File: config.mk
export PLATFORM = sky130hd
export DESIGN_NAME = serial_add_ctrl
export DESIGN_NICKNAME = d
export VERILOG_FILES = /design/src/rtl/serial_add_ctrl.sv
export SDC_FILE = /design/constraint.sdc
export NUM_CORES = 1
export LEC_CHECK = 0
export ABC_AREA = 1
export ABC_CLOCK_PERIOD_IN_PS = 1400
export CORE_ASPECT_RATIO = 1.1
export CORE_MARGIN = 2
export CORE_UTILIZATION = 45
export CTS_CLUSTER_DIAMETER = 50
export DETAILED_ROUTE_END_ITERATION = 16
export PLACE_DENSITY = 0.7
export SETUP_SLACK_MARGIN = 0.2
export SKIP_CTS_REPAIR_TIMING = 1
export SLEW_MARGIN = 25
export SYNTH_ARGS = -nofsm -noshare
export SYNTH_HDL_FRONTEND = slang
export SYNTH_SLANG_ARGS = --single-unit
File: constraint.sdc
create_clock -name clk -period 1.4 [get_ports clk]
set_clock_uncertainty 0.15 [all_clocks]
set_input_delay 0.14 -clock clk [delete_from_list [all_inputs] [get_ports clk]]
set_output_delay 0.14 -clock clk [all_outputs]
set_load 0.005 [all_outputs]
File: src/rtl/serial_add_ctrl.sv
// Bit-serial adder controller: one full adder, one operand bit per clock, LSB first.
// state | meaning
// IDLE  | waiting for start; outputs hold the last result
// RUN   | adding one bit per clock, WIDTH clocks
// DONE  | one-cycle done pulse, then back to IDLE
module serial_add_ctrl #(
    parameter int WIDTH = 8
) (
    input  logic             clk,
    input  logic             rst_n,
    input  logic             start,
    input  logic [WIDTH-1:0] a,
    input  logic [WIDTH-1:0] b,
    input  logic             cin,
    output logic             busy,
    output logic             done,
    output logic [WIDTH-1:0] sum,
    output logic             cout,
    output logic             ovf
);

    localparam int CW = (WIDTH > 1) ? $clog2(WIDTH) : 1;
    localparam logic [CW-1:0] LAST = CW'(WIDTH - 1);

    typedef enum logic [1:0] {IDLE, RUN, DONE} state_t;

    state_t           state;
    logic [WIDTH-1:0] sh_a;
    logic [WIDTH-1:0] sh_b;
    logic [WIDTH-2:0] res;
    logic             carry;
    logic [CW-1:0]    cnt;

    logic             fa_s;
    logic             fa_c;
    logic [WIDTH-1:0] res_next;

    always_comb begin
        fa_s     = sh_a[0] ^ sh_b[0] ^ carry;
        fa_c     = (sh_a[0] & sh_b[0]) | (sh_a[0] & carry) | (sh_b[0] & carry);
        res_next = {fa_s, res};
    end

    always_ff @(posedge clk or negedge rst_n) begin
        if (!rst_n) begin
            state <= IDLE;
            sh_a  <= '0;
            sh_b  <= '0;
            res   <= '0;
            carry <= 1'b0;
            cnt   <= '0;
            busy  <= 1'b0;
            done  <= 1'b0;
            sum   <= '0;
            cout  <= 1'b0;
            ovf   <= 1'b0;
        end else begin
            case (state)
                IDLE: begin
                    done <= 1'b0;
                    if (start) begin
                        sh_a  <= a;
                        sh_b  <= b;
                        carry <= cin;
                        cnt   <= '0;
                        busy  <= 1'b1;
                        state <= RUN;
                    end
                end
                RUN: begin
                    res   <= res_next[WIDTH-1:1];
                    carry <= fa_c;
                    sh_a  <= sh_a >> 1;
                    sh_b  <= sh_b >> 1;
                    if (cnt == LAST) begin
                        // carry reg still holds the carry into the MSB here
                        sum   <= res_next;
                        cout  <= fa_c;
                        ovf   <= carry ^ fa_c;
                        done  <= 1'b1;
                        cnt   <= '0;
                        state <= DONE;
                    end else begin
                        cnt <= cnt + 1'b1;
                    end
                end
                DONE: begin
                    done  <= 1'b0;
                    busy  <= 1'b0;
                    state <= IDLE;
                end
                default: begin
                    done  <= 1'b0;
                    busy  <= 1'b0;
                    state <= IDLE;
                end
            endcase
        end
    end

endmodule

==> results of run 1 <==
layout make-up:
type	count	area, um^2	share of cell area [%]
clock buffers	7	86.33	2.668
inverters	42	165.2	5.104
well taps	54	67.56	2.088
repair buffers	68	802.0	24.79
flip-flops and latches	41	1028	31.79
clock inverters	1	30.03	0.9281
multi-input cells	146	1056	32.64
registers in the layout, summed over array words and instances (netlist names):
name / flops
busy: 1
carry: 1
cnt: 3
cout: 1
done: 1
ovf: 1
res: 7
sh_a: 8
sh_b: 8
state: 2
sum: 8
kinds of logic after synthesis:
kind of cell	count (synthesis)	synth area share [%]
XOR/XNOR	1	0.4316
AO/OA/AOI/OAI	19	6.165
flip-flops	41	50.55
buffers and inverters	53	13.13
adder cells (fa/ha/maj)	3	2.219
AND/OR/NAND/NOR	116	27.50
power by group through the flow:
stage / clock network (mW) / logic (mW) / registers (mW)
2_1_floorplan: 0 / 1.83 / 2.02
3_3_place_gp: 0 / 2.38 / 2.08
3_5_place_dp: 0 / 2.44 / 2.08
4_1_cts: 0.997 / 2.45 / 2.07
5_1_grt: 1.05 / 4.29 / 2.19
6_report: 0.984 / 3.90 / 2.13
placed cells by master, fill, tap and decap left out, types with 2 or more instances in the layout:
master           synthesis  layout
dfrtp_2                  0       2
inv_1                   40      36
nand2_2                  0      10
buf_12                   1       6
nand2_8                  2       9
inv_2                    1       4
o21ai_1                  0       6
clkbuf_8                 0       6
buf_8                    1       3
clkdlybuf4s50_1          0      18
o21ai_2                  8      11
buf_6                    3       5
nand3_1                 48      29
nand3_2                  0      19
clkbuf_16                0       4
dfrtp_1                 41      39
nor2_4                   2       3
nand2_4                  2       5
nor2_1                   3       2
nand2_1                 59      46
buf_4                    3      18
o21ai_0                 11       2
dlymetal6s2s_1           0      12
worst max-delay path, stage by stage (launching register included):
cell and delay, ns:
dfrtp_2 0.52, inv_2 0.08, nor2_4 0.15, buf_4 0.16
nand2_8 0.07, nand2_1 0.08, o21ai_2 0.05
routing by layer:
metal  routed length (um)  global-route usage (%)  vias to the layer above
met2                 2707                   28.16                       47
li1                     -                       -                      884
met4                  136                   7.333                        0
met3                  246                   4.992                       13
met5                    0                       0                        -
met1                 2083                   22.30                      854
per-stage QoR:
stage               std cells  TNS (ns)
global route              359   -0.1335
finish                    359         0
CTS                       324   -0.5425
floorplan                 233         0
detailed placement        316         0
global placement          316         0
worst min path at each step:
stage                from  slack (ns)  endpoint
detailed placement  rst_n       -0.04    sum[4]
global route        rst_n        0.20    sum[4]
global placement    rst_n       -0.05    sum[5]
floorplan           rst_n       -0.31      busy
CTS                 rst_n       -0.36    res[3]
finish              rst_n        0.17    res[3]
==> summary.md, run 1 <==
| Metric | Value |
|---|---|
| Outcome | complete, no violations |
| Drt pass-1 iters | 4 |
| Final instance area | 3236 um^2 |
| Main flop type after synthesis | dfrtp_1 |
| Leading area contributor after synthesis | dfrtp_1 |
| Worst-Margin Slew | 0.4352 ns |
| CP Capture Point | sum[3] |
| Die X | 68.03 um |
| Launch point of the worst path | state[0] |
| Fill cells | 280 |
| Post-route clock period utilization | 97.38% |
| CTS root buf | clkbuf_8 |
| Syn avg cell area | 8.710 um^2 |
| Internal cell power | 4.298 mW |
| Num rows | 25 |
| P per Cell Area | 2166 nW/um^2 |
| Netlist cell types | 20 |
| Final #Nets | 327 |
| Total GRT Usage | 17.58% |
| Total die area | 5064 um^2 |
| Syn Nets | 256 |
| R2r startpoint | state[0] |
| Max transition margin | 70.99% |
| Yosys warns | 0 |
| Final wirelength | 5173 um |
| Reg clk slew, reported paths | 0.07 ns |
| Post-DP Area | 2461 um^2 |
| Share of layout cells above drive strength 1 | 36.72% |
| Initial Util | 47.01% |
| Sequential fraction of design power | 30.3% |
| Pre-CTS WS | 0.01717 ns |
| Seq cells post-synth | 41 |
| Async set or reset register ratio after synthesis | 100.0% |
| Hold_ws | 0.1680 ns |
| Minimum clock period after layout | 1.363 ns |
| DR iter-0 viols | 94 |
| Setup-failing EPs final | 0 |
| Hpwl dp | 2584 um |
| Max VDD drop | 0.0009396 V |
| Area growth, synth to finish | 59.43% |
| MaxCap Viol Count | 0 |
| PnR Total Power | 7.007 mW |
| Logic pwr share | 55.6% |
| Switching power | 2.709 mW |
| Final Slew Violations | 0 |
| Most numerous cell in the Yosys netlist | nand2_1 |
| CP Launch Type | flop |
| Setup crit end kind | flop |
| Register area share after synthesis | 50.55% |
| Worst Path Arrival | 1.41 ns |
| First-pass GRT wire length | 6548 um |
| Reg2Reg Capture Point | sum[3] |
| Drt drc | 0 |
| Routed len/inst | 14.41 um |
| Req. time, crit path | 1.44 ns |
| Post-DR vias/cell | 5.008 |
| I/O pins | 32 |
| Synth Instances | 233 |
| CTS tree | yes |
| Total CTS buffers | 5 |
| Final Hold Viols | 0 |
| Min-delay worst type | input port to asynchronous set/reset pin |
| Post-synth top cells | 59 x nand2_1, 48 x nand3_1, 41 x dfrtp_1 |
| Antenna Violating Nets Remaining | 0 |
| Synth top area share | 50.55% |
| Clock Path Buffers | 2 |
| H-tree level count | 2 |
| Switching Fraction | 38.65% |
| Leakage | 1.721 nW |
| Worst R2R Setup Slack | 0.04 ns |
| Die Y | 74.44 um |
| IO buf count | 31 |
| Vias in the first global route | 1,481 |
| Total core area | 4317 um^2 |
| Area of the mapped netlist | 2029 um^2 |
| Pin count of the biggest net entering global routing | 26 |
| Crit Path Class | flop to flop |
| Clock Latency Late Sink | 0.30 ns |
| Grt total ovfl | 0 |
| Fin util | 74.96% |
| Gp weighted congestion | 0.7372 |
| Diode count | 0 |
| CP max FO | 6 |
| Synth area leaders | dfrtp_1 51%, nand3_1 12%, nand2_1 11%, inv_1 7.4%, o21ai_2 3.5% |
| Routed via count | 1,798 |
| Max Freq | 0.7335 GHz |
| Worst Reg-to-Reg Cells | 6 |
| Antenna violations before repair | 0 |
| Post-synth EDFFs | 0 |
| Final WS setup | 0.03667 ns |
| RSZ-0062 raised after global routing | true |
| Clk pwr share | 14.0% |
| Sink Count | 41 |
No activity file was read; power rests on OpenSTA's default activity.
==> inputs of run 2 (changes only) <==
--- a/config.mk
+++ b/config.mk
@@ -7,12 +7,14 @@
 export LEC_CHECK = 0
 export ABC_AREA = 1
 export ABC_CLOCK_PERIOD_IN_PS = 1400
+export CELL_PAD_IN_SITES_DETAIL_PLACEMENT = 1
+export CELL_PAD_IN_SITES_GLOBAL_PLACEMENT = 2
 export CORE_ASPECT_RATIO = 1.1
 export CORE_MARGIN = 2
-export CORE_UTILIZATION = 45
+export CORE_UTILIZATION = 29
 export CTS_CLUSTER_DIAMETER = 50
 export DETAILED_ROUTE_END_ITERATION = 16
-export PLACE_DENSITY = 0.7
+export PLACE_DENSITY = 0.74
 export SETUP_SLACK_MARGIN = 0.2
 export SKIP_CTS_REPAIR_TIMING = 1
 export SLEW_MARGIN = 25
==> summary.md, run 2 (synthesis gave the netlist of run 1 again) <==
| Metric | Value |
|---|---|
| I/O pins | 32 (unchanged) |
| P per Cell Area | 2120 nW/um^2 (was 2166 nW/um^2) |
| Routed via count | 1,828 (was 1,798) |
| Gp weighted congestion | 0.7142 (was 0.7372) |
| Sink Count | 41 (unchanged) |
| Clock Path Buffers | 2 (unchanged) |
| CTS root buf | clkbuf_8 (unchanged) |
| Worst-Margin Slew | 0.4611 ns (was 0.4352 ns) |
| Final Hold Viols | 0 (unchanged) |
| Diode count | 0 (unchanged) |
| Setup-failing EPs final | 0 (unchanged) |
| Worst Path Arrival | 1.47 ns (was 1.41 ns) |
| Placed Cells | 348 (was 316) |
| First-pass GRT wire length | 8031 um (was 6548 um) |
| Area growth, synth to finish | 71.33% (was 59.43%) |
| Antenna violations before repair | 0 (unchanged) |
| Initial Util | 30.42% (was 47.01%) |
| Biggest regs | sh_a x8, sh_b x8, sum x8 (unchanged) |
| CP Launch Type | flop (unchanged) |
| Worst path top cell family by delay | adder cells (was flip-flops) |
| Max incr delay on CP | 0.59 ns (was 0.52 ns) |
| Final wirelength | 6327 um (was 5173 um) |
| Total CTS buffers | 5 (unchanged) |
| Antenna Violating Nets Remaining | 0 (unchanged) |
| Leakage | 1.867 nW (was 1.721 nW) |
| Vias in the first global route | 1,654 (was 1,481) |
| Pin count of the biggest net entering global routing | 21 (was 26) |
| H-tree level count | 2 (unchanged) |
| Final #Nets | 332 (was 327) |
| Hpwl dp | 3383 um (was 2584 um) |
| Launch point of the worst path | sh_a[0] (was state[0]) |
| Max VDD drop | 0.0006963 V (was 0.0009396 V) |
| Die X | 83.76 um (was 68.03 um) |
| Max Freq | 0.7214 GHz (was 0.7335 GHz) |
| Share of layout cells above drive strength 1 | 47.74% (was 36.72%) |
| RSZ-0062 raised after global routing | true (unchanged) |
| IO buf count | 31 (unchanged) |
| Reg clk slew, reported paths | 0.09 ns (was 0.07 ns) |
| Min-delay worst type | input port to asynchronous set/reset pin (unchanged) |
| Total GRT Usage | 12.94% (was 17.58%) |
| CP max FO | 2 (was 6) |
| Total die area | 7684 um^2 (was 5064 um^2) |
| Crit Path Class | flop to flop (unchanged) |
| Drt drc | 0 (unchanged) |
| Outcome | complete, no violations (unchanged) |
| Final Slew Violations | 0 (unchanged) |
| Post-DR vias/cell | 4.663 (was 5.008) |
| Most common cell after layout, fill and taps aside | dfrtp_1 (was nand2_1) |
| CP cell instances | fa_2, inv_2, o21ai_2 (was inv_2, nor2_4, buf_4, nand2_8, nand2_1, o21ai_2) |
| Hold_ws | 0.1700 ns (was 0.1680 ns) |
| Final cell count without fillers | 392 (was 359) |
| Drt pass-1 iters | 4 (unchanged) |
| Minimum clock period after layout | 1.386 ns (was 1.363 ns) |
| Grt total ovfl | 0 (unchanged) |
| Post-route clock period utilization | 99.02% (was 97.38%) |
| Setup crit end kind | flop (unchanged) |
| Req. time, crit path | 1.49 ns (was 1.44 ns) |
| Number of buffers and inverters on the critical path | 1 (was 2) |
| Total core area | 6671 um^2 (was 4317 um^2) |
| Max transition margin | 69.26% (was 70.99%) |
| MaxCap Viol Count | 0 (unchanged) |
| Die Y | 91.74 um (was 74.44 um) |
| Num rows | 31 (was 25) |
| Most frequent cells in the layout | 39 x dfrtp_1, 36 x inv_1, 27 x nand3_2 (was 46 x nand2_1, 39 x dfrtp_1, 36 x inv_1) |
| Routed len/inst | 16.14 um (was 14.41 um) |
| R2r startpoint | sh_a[0] (was state[0]) |
| DR iter-0 viols | 81 (was 94) |
| CTS tree | yes (unchanged) |
| Clock Latency Late Sink | 0.31 ns (was 0.30 ns) |
| Slowest CP cell | fa_2 (was dfrtp_2) |
run 2: per-stage QoR:
step / setup WS (ns) / instance area (um^2) / TNS (ns) / power [mW] / utilization [%]
2_1_floorplan: 0.09899 / 2100 / 0 / 3.847 / -
3_3_place_gp: 0.01360 / 2526 / 0 / 4.521 / 37.87
3_5_place_dp: -0.01302 / 2526 / -0.05180 / 4.627 / 37.87
4_1_cts: -0.09413 / 2609 / -0.8367 / 5.422 / 39.10
5_1_grt: -0.02754 / 3477 / -0.1200 / 7.923 / 52.12
6_report: 0.01373 / 3477 / 0 / 7.371 / 52.12
run 2: per-layer routing:
layer  wire length [um]  track usage, %
met4                 94           3.629
met3                228           2.610
met5                  0               0
met1               2713           17.00
met2               3290           21.67
run 2: report_power, final:
group          internal, mW  switching [mW]
Clock                 0.347           0.449
Combinational          2.24            2.19
Sequential             1.73           0.419
Total                  4.31            3.06
run 2: path summary, 6_finish.rpt:
check                      depth (start not counted)  slack [ns]  endpoint
setup / recovery                                   3        0.01    sum[7]
setup reg to reg                                   3        0.01    sum[7]
hold / removal                                     2        0.17    sum[2]
max in group asynchronous                          3        0.47  state[0]
hold reg to reg                                    2        0.34    sum[2]
min in group clk                                   3        0.23   sh_a[7]
run 2: cell type report:
type / instances / area, um^2
fillers: 728 / 3194
multi-input cells: 144 / 1199
flip-flops and latches: 41 / 1028
repair buffers: 75 / 897.1
inverters: 42 / 167.7
well taps: 82 / 102.6
clock buffers: 6 / 72.57
clock inverters: 2 / 10.01
run 2: worst register-to-register path, stage by stage (launching register included):
cell	delay [ns]
dfrtp_1	0.42
fa_2	0.59
inv_2	0.04
o21ai_2	0.11
==> RTL edit 1, RTL diff (config.mk and constraints of run 2) <==
Register the inputs `start`, `a`, `b` and `cin` before use, with the module's reset. The logic sees them one clock later.
--- a/src/rtl/serial_add_ctrl.sv
+++ b/src/rtl/serial_add_ctrl.sv
@@ -25,2 +25,21 @@
     typedef enum logic [1:0] {IDLE, RUN, DONE} state_t;
+
+    logic start_q;
+    logic [WIDTH-1:0] a_q;
+    logic [WIDTH-1:0] b_q;
+    logic cin_q;
+
+    always_ff @(posedge clk or negedge rst_n) begin
+        if (!rst_n) begin
+            start_q <= '0;
+            a_q     <= '0;
+            b_q     <= '0;
+            cin_q   <= '0;
+        end else begin
+            start_q <= start;
+            a_q     <= a;
+            b_q     <= b;
+            cin_q   <= cin;
+        end
+    end
 
@@ -60,6 +79,6 @@
                     done <= 1'b0;
-                    if (start) begin
-                        sh_a  <= a;
-                        sh_b  <= b;
-                        carry <= cin;
+                    if (start_q) begin
+                        sh_a  <= a_q;
+                        sh_b  <= b_q;
+                        carry <= cin_q;
                         cnt   <= '0;
Formal check against the unedited RTL: not equivalent (a bounded check fails within 4 cycles, from zero or initial values and one cycle with rst_n low).
==> RTL edit 1 against run 2 <==
Count of clock-buffer cells in the layout is 8 higher; global-route usage is 1.0 points lower; setup slack better by 0.035 ns; wire length is 8.5% lower; sequential power is 26% higher; power is 6.4% higher; area after synthesis is 22% higher; sequential cell count is 18 higher; final area is 6.9% higher; via count is 1.8% higher.
==> RTL edit 1: results (changes against run 2) <==
\begin{tabular}{lr}
\hline
Metric & Value \\
\hline
\multicolumn{2}{l}{\textbf{Synth}} \\
Cells taking the most area after synthesis & dfrtp\_1 (60\%), nand3\_1 (9.5\%), nand2\_1 (9.3\%) \\
Net count after synthesis & 275 (+7.4\%) \\
Post-synthesis xor/xnor area fraction & 0.3539\% (-0.078 points) \\
Synthesized-area fraction occupied by adder cells & 1.820\% (-0.40 points) \\
Part of the Yosys area used for sequential elements & 59.66\% (+9.1 points) \\
Compound-cell area share of the yosys netlist & 4.853\% (-1.3 points) \\
Synthesized instance count & 252 (+8.2\%) \\
Number of distinct library cell variants in the gate-level netlist after synthesis & 21 (+5.0\%) \\
Top post-synthesis cells by count & nand2\_1 (61), dfrtp\_1 (59), nand3\_1 (47) \\
\multicolumn{2}{l}{\textbf{Power and ir drop}} \\
Worst IR drop on VDD & 684.1 uV (-1.8\%) \\
Leakage & 1.939 nW (+3.9\%) \\
\multicolumn{2}{l}{\textbf{Final layout}} \\
Number of nets in the layout & 341 (+2.7\%) \\
Share of post-route cells with drive strength above 1 & 40.25\% (-7.5 points) \\
\multicolumn{2}{l}{\textbf{Route}} \\
DR WL/cell & 13.34 um (-17\%) \\
Via count & 1861 (+1.8\%) \\
DRC violation total after the first TritonRoute iteration & 54 (-33\%) \\
\multicolumn{2}{l}{\textbf{Worst hold path}} \\
Class of the tightest hold or removal check & primary input to register \\
\multicolumn{2}{l}{\textbf{GRT}} \\
Combined global-route utilization of all metal layers & 11.93\% (-1.0 points) \\
Largest net degree at the start of global routing & 60 (+190\%) \\
Met2 track demand over resource in global routing & 19.51\% (-2.2 points) \\
First-pass GRT wire length & 8.480 mm (+5.6\%) \\
Global-route met1 utilization & 14.25\% (-2.7 points) \\
\multicolumn{2}{l}{\textbf{Placement}} \\
Placed cell count & 392 (+13\%) \\
Setup slack at placement & 0.01072 ns (+0.02374 ns) \\
Post-detail-place hpwl & 3.191 mm (-5.7\%) \\
Last weighted congestion value of the routability-driven placer & 0.6859 (-4.0\%) \\
\multicolumn{2}{l}{\textbf{Status}} \\
Outcome & completed \\
\multicolumn{2}{l}{\textbf{Worst setup path}} \\
Register-to-register path setup slack & 0.05 ns (+0.03 ns) \\
\multicolumn{2}{l}{\textbf{Clock tree}} \\
Insertion delay to the later sink of the worst-skew pair & 0.34 ns (+0.03 ns) \\
Clock-pin slew on the worst setup and hold paths & 0.06 ns (-0.03 ns) \\
\multicolumn{2}{l}{\textbf{STA}} \\
Pin slew with the least headroom to its limit & 0.3271 ns (-0.1340 ns) \\
\hline
\end{tabular}
==> RTL edit 1: report_power, final <==
part / switching, W / leakage, nW / internal, W
combinational: 0.00191 / 1.13 / 0.00186
clock: 0.000642 / 0.0905 / 0.000735
sequential: 0.000408 / 0.715 / 0.00228
total: 0.00296 / 1.94 / 0.00488
==> RTL edit 1: worst max-delay path by stage <==
stage | startpoint | end | slack, ns | depth (start not counted)
2_1_floorplan | sh_b[0] | res[6] | 0.09 | 3
3_3_place_gp | sh_b[0] | carry | 0.04 | 5
3_5_place_dp | sh_b[0] | res[6] | 0.01 | 3
4_1_cts | sum[5] | sum[5] | -0.13 | 1
5_1_grt | sh_a[0] | carry | -0.03 | 5
6_report | sh_a[0] | res[6] | 0.05 | 3
==> RTL edit 1: cell type report <==
class	count	share of cell area, %
Timing Repair Buffer	65	19.02
Clock inverter	2	0.2693
Sequential cell	59	39.78
Tap cell	111	3.736
Clock buffer	14	4.376
Multi-Input combinational cell	142	28.48
Inverter	41	4.342
==> RTL edit 1: layer usage <==
| layer | up-vias | part of all wire (%) |
|---|---|---|
| li1 | 914 | - |
| met3 | 11 | 3.0 |
| met1 | 907 | 43 |
| met2 | 29 | 52 |
| met4 | 0 | 2.5 |
| met5 | - | 0 |
==> RTL edit 1: stage by stage <==
stage	hold WS, ns	cell area [um2]
6_report	0.08331	3717
5_1_grt	0.07236	3717
4_1_cts	-0.3450	3143
3_5_place_dp	0.02952	2970
3_3_place_gp	0.02519	2970
2_1_floorplan	-0.3056	2545
==> RTL edit 1: worst max-delay path, stage by stage (launching register included) <==
cell,delay [ns]
dfrtp_1,0.40
fa_2,0.58
inv_2,0.05
o21ai_2,0.10
==> RTL edit 2, RTL diff (settings of run 2) <==
Made on the original files. Set the parameter `WIDTH` to 4 (it was 8).
--- a/src/rtl/serial_add_ctrl.sv
+++ b/src/rtl/serial_add_ctrl.sv
@@ -6,3 +6,3 @@
 module serial_add_ctrl #(
-    parameter int WIDTH = 8
+    parameter int WIDTH = 4
 ) (
Ports: changed (resized a, b and sum); port bits go from 32 to 20. The function was not compared with the original's and may differ.
==> RTL edit 2 against run 2 <==
Die area shrank 41%; sequential cell count shrank 17; setup slack gained 0.015 ns; area after synthesis shrank 43%; first-iteration DRC count shrank 64%; wire length shrank 53%; critical endpoint is now res[2]; largest power group unchanged; synthesized cell count shrank 45%; final area shrank 48%; power shrank 43%; core utilization shrank 5.8 points.
==> RTL edit 2: results (changes against run 2) <==
\begin{tabular}{lr}
\hline
Metric & Value \\
\hline
\multicolumn{2}{l}{\textbf{Synth}} \\
Top\_reg\_cell synth & dfrtp\_1 \\
Post-synthesis async set-or-reset flop share & 100.0\% (unchanged) \\
Number of distinct library cell variants in the gate-level netlist after synthesis & 18 (-10\%) \\
Syn. warnings & 0 (unchanged) \\
Net count after synthesis & 142 (-45\%) \\
Top post-synthesis cells by count & nand2\_1 (29), dfrtp\_1 (24), nand3\_1 (23) \\
Number of synthesized flops with an enable pin & 0 (unchanged) \\
Part of the Yosys area used for sequential elements & 51.89\% (+1.3 points) \\
Cells taking the most area after synthesis & dfrtp\_1 (52\%), nand3\_1 (9.9\%), nand2\_1 (9.4\%) \\
\multicolumn{2}{l}{\textbf{GRT}} \\
Largest net degree at the start of global routing & 25 (+19\%) \\
Number of global-route vias before repair & 977 (-41\%) \\
Combined global-route utilization of all metal layers & 13.60\% (+0.66 points) \\
First-pass GRT wire length & 4.685 mm (-42\%) \\
\multicolumn{2}{l}{\textbf{Status}} \\
Outcome & completed \\
\multicolumn{2}{l}{\textbf{Power and ir drop}} \\
Leakage & 0.9854 nW (-47\%) \\
Switching power summed over all nets & 0.001607 W (-47\%) \\
Worst IR drop on VDD & 630.0 uV (-9.5\%) \\
\multicolumn{2}{l}{\textbf{Final layout}} \\
Share of post-route cells with drive strength above 1 & 35.67\% (-12 points) \\
Number of nets in the layout & 186 (-44\%) \\
Largest registers ranked by flip-flop count & sh\_a: 4 flops, sh\_b: 4 flops, sum: 4 flops \\
\multicolumn{2}{l}{\textbf{Worst setup path}} \\
Highest net fanout along the worst path & 2 (unchanged) \\
Reg2Reg Depth & 3 (unchanged) \\
Data arrival at the endpoint of the critical path & 1.43 ns (-0.04 ns) \\
Capturing point of the worst reg2reg path & res[2] \\
\multicolumn{2}{l}{\textbf{Placement}} \\
Port-buffer cells & 19 (-39\%) \\
Post-detail-place hpwl & 1.885 mm (-44\%) \\
Last weighted congestion value of the routability-driven placer & 0.6984 (-2.2\%) \\
Setup slack at placement & 0.009570 ns (+0.02259 ns) \\
\multicolumn{2}{l}{\textbf{Clock tree}} \\
Clock buffers created by TritonCTS & 3 (-2) \\
Clock tree root buffer cell & clkbuf\_8 \\
Clock-pin slew on the worst setup and hold paths & 0.08 ns \\
Insertion delay to the later sink of the worst-skew pair & 0.27 ns (-0.04 ns) \\
H-Tree Level Count & 1 (-1) \\
\multicolumn{2}{l}{\textbf{Route}} \\
DRC violation total after the first TritonRoute iteration & 29 (-64\%) \\
Total Routed Length & 2.969 mm (-53\%) \\
Router iterations before antenna repair & 3 (-1) \\
Vias per cell & 4.399 (-5.7\%) \\
\multicolumn{2}{l}{\textbf{Worst hold path}} \\
Class of the tightest hold or removal check & primary input to async pin \\
\multicolumn{2}{l}{\textbf{STA}} \\
Normalized max-slew margin & 78.55\% (+9.3 points) \\
\hline
\end{tabular}
[RTL edit 2: logic make-up (layout without fill, tap and decap cells)]
kind of cell	count (synthesis)	after routing	synth area share (%)
adder cells (fa/ha/maj)	2	2	2.811
AO/OA/AOI/OAI	11	11	4.757
buffers and inverters	25	67	11.03
AND/OR/NAND/NOR	65	66	28.76
XOR/XNOR	1	1	0.7569
flip-flops	24	24	51.89
[RTL edit 2: metrics by stage]
step	hold WS (ns)	TNS, ns	cells	area, um2	power [W]
4_1_cts	0.09170	-0.3204	205	1494	0.003453
2_1_floorplan	-0.3056	0	128	1160	0.002276
6_report	0.07988	0	223	1809	0.004194
3_5_place_dp	0.3238	0	201	1423	0.002817
3_3_place_gp	0.3118	0	201	1423	0.002725
5_1_grt	0.09819	-0.04944	223	1809	0.004596
[RTL edit 2: how the worst max path moves through the flow]
stage	to	cells past startpoint	slack (ns)	start
finish	res[2]	3	0.03	sh_a[0]
global route	res[2]	3	-0.02	sh_a[0]
CTS	cout	1	-0.06	cout
detailed placement	carry	5	0.01	sh_b[0]
global placement	state[0]	5	0.06	start
floorplan	sum[3]	3	0.11	sh_b[0]
[RTL edit 2: routing by layer]
layer	vias to the layer above	track usage (%)	share of wire, %	wire length, um
met3	3	2.093	3.3	98
met5	-	0	0	0
met2	17	22.69	53	1583
met1	474	17.48	42	1249
met4	0	5.674	1.3	38
li1	487	-	-	-
[RTL edit 2: critical path: stages (launching register included)]
cell and delay (ns):
dfrtp_1 0.42, fa_2 0.58, inv_2 0.04, o21ai_2 0.11
[RTL edit 2: layout make-up]
cell class / count / area, um2
Fill cell: 467 / 2095
Sequential cell: 24 / 603.1
Multi-Input combinational cell: 80 / 558.0
Timing Repair Buffer: 41 / 424.2
Inverter: 22 / 87.58
Tap cell: 52 / 65.06
Clock buffer: 3 / 41.29
Clock inverter: 1 / 30.03
[RTL edit 2: power groups by stage]
stage / Clock, W / Combinational (W) / Sequential [W]
2_1_floorplan: 0 / 0.00109 / 0.00118
3_3_place_gp: 0 / 0.00150 / 0.00122
3_5_place_dp: 0 / 0.00157 / 0.00124
4_1_cts: 0.000644 / 0.00158 / 0.00123
5_1_grt: 0.000684 / 0.00264 / 0.00128
6_report: 0.000616 / 0.00235 / 0.00123
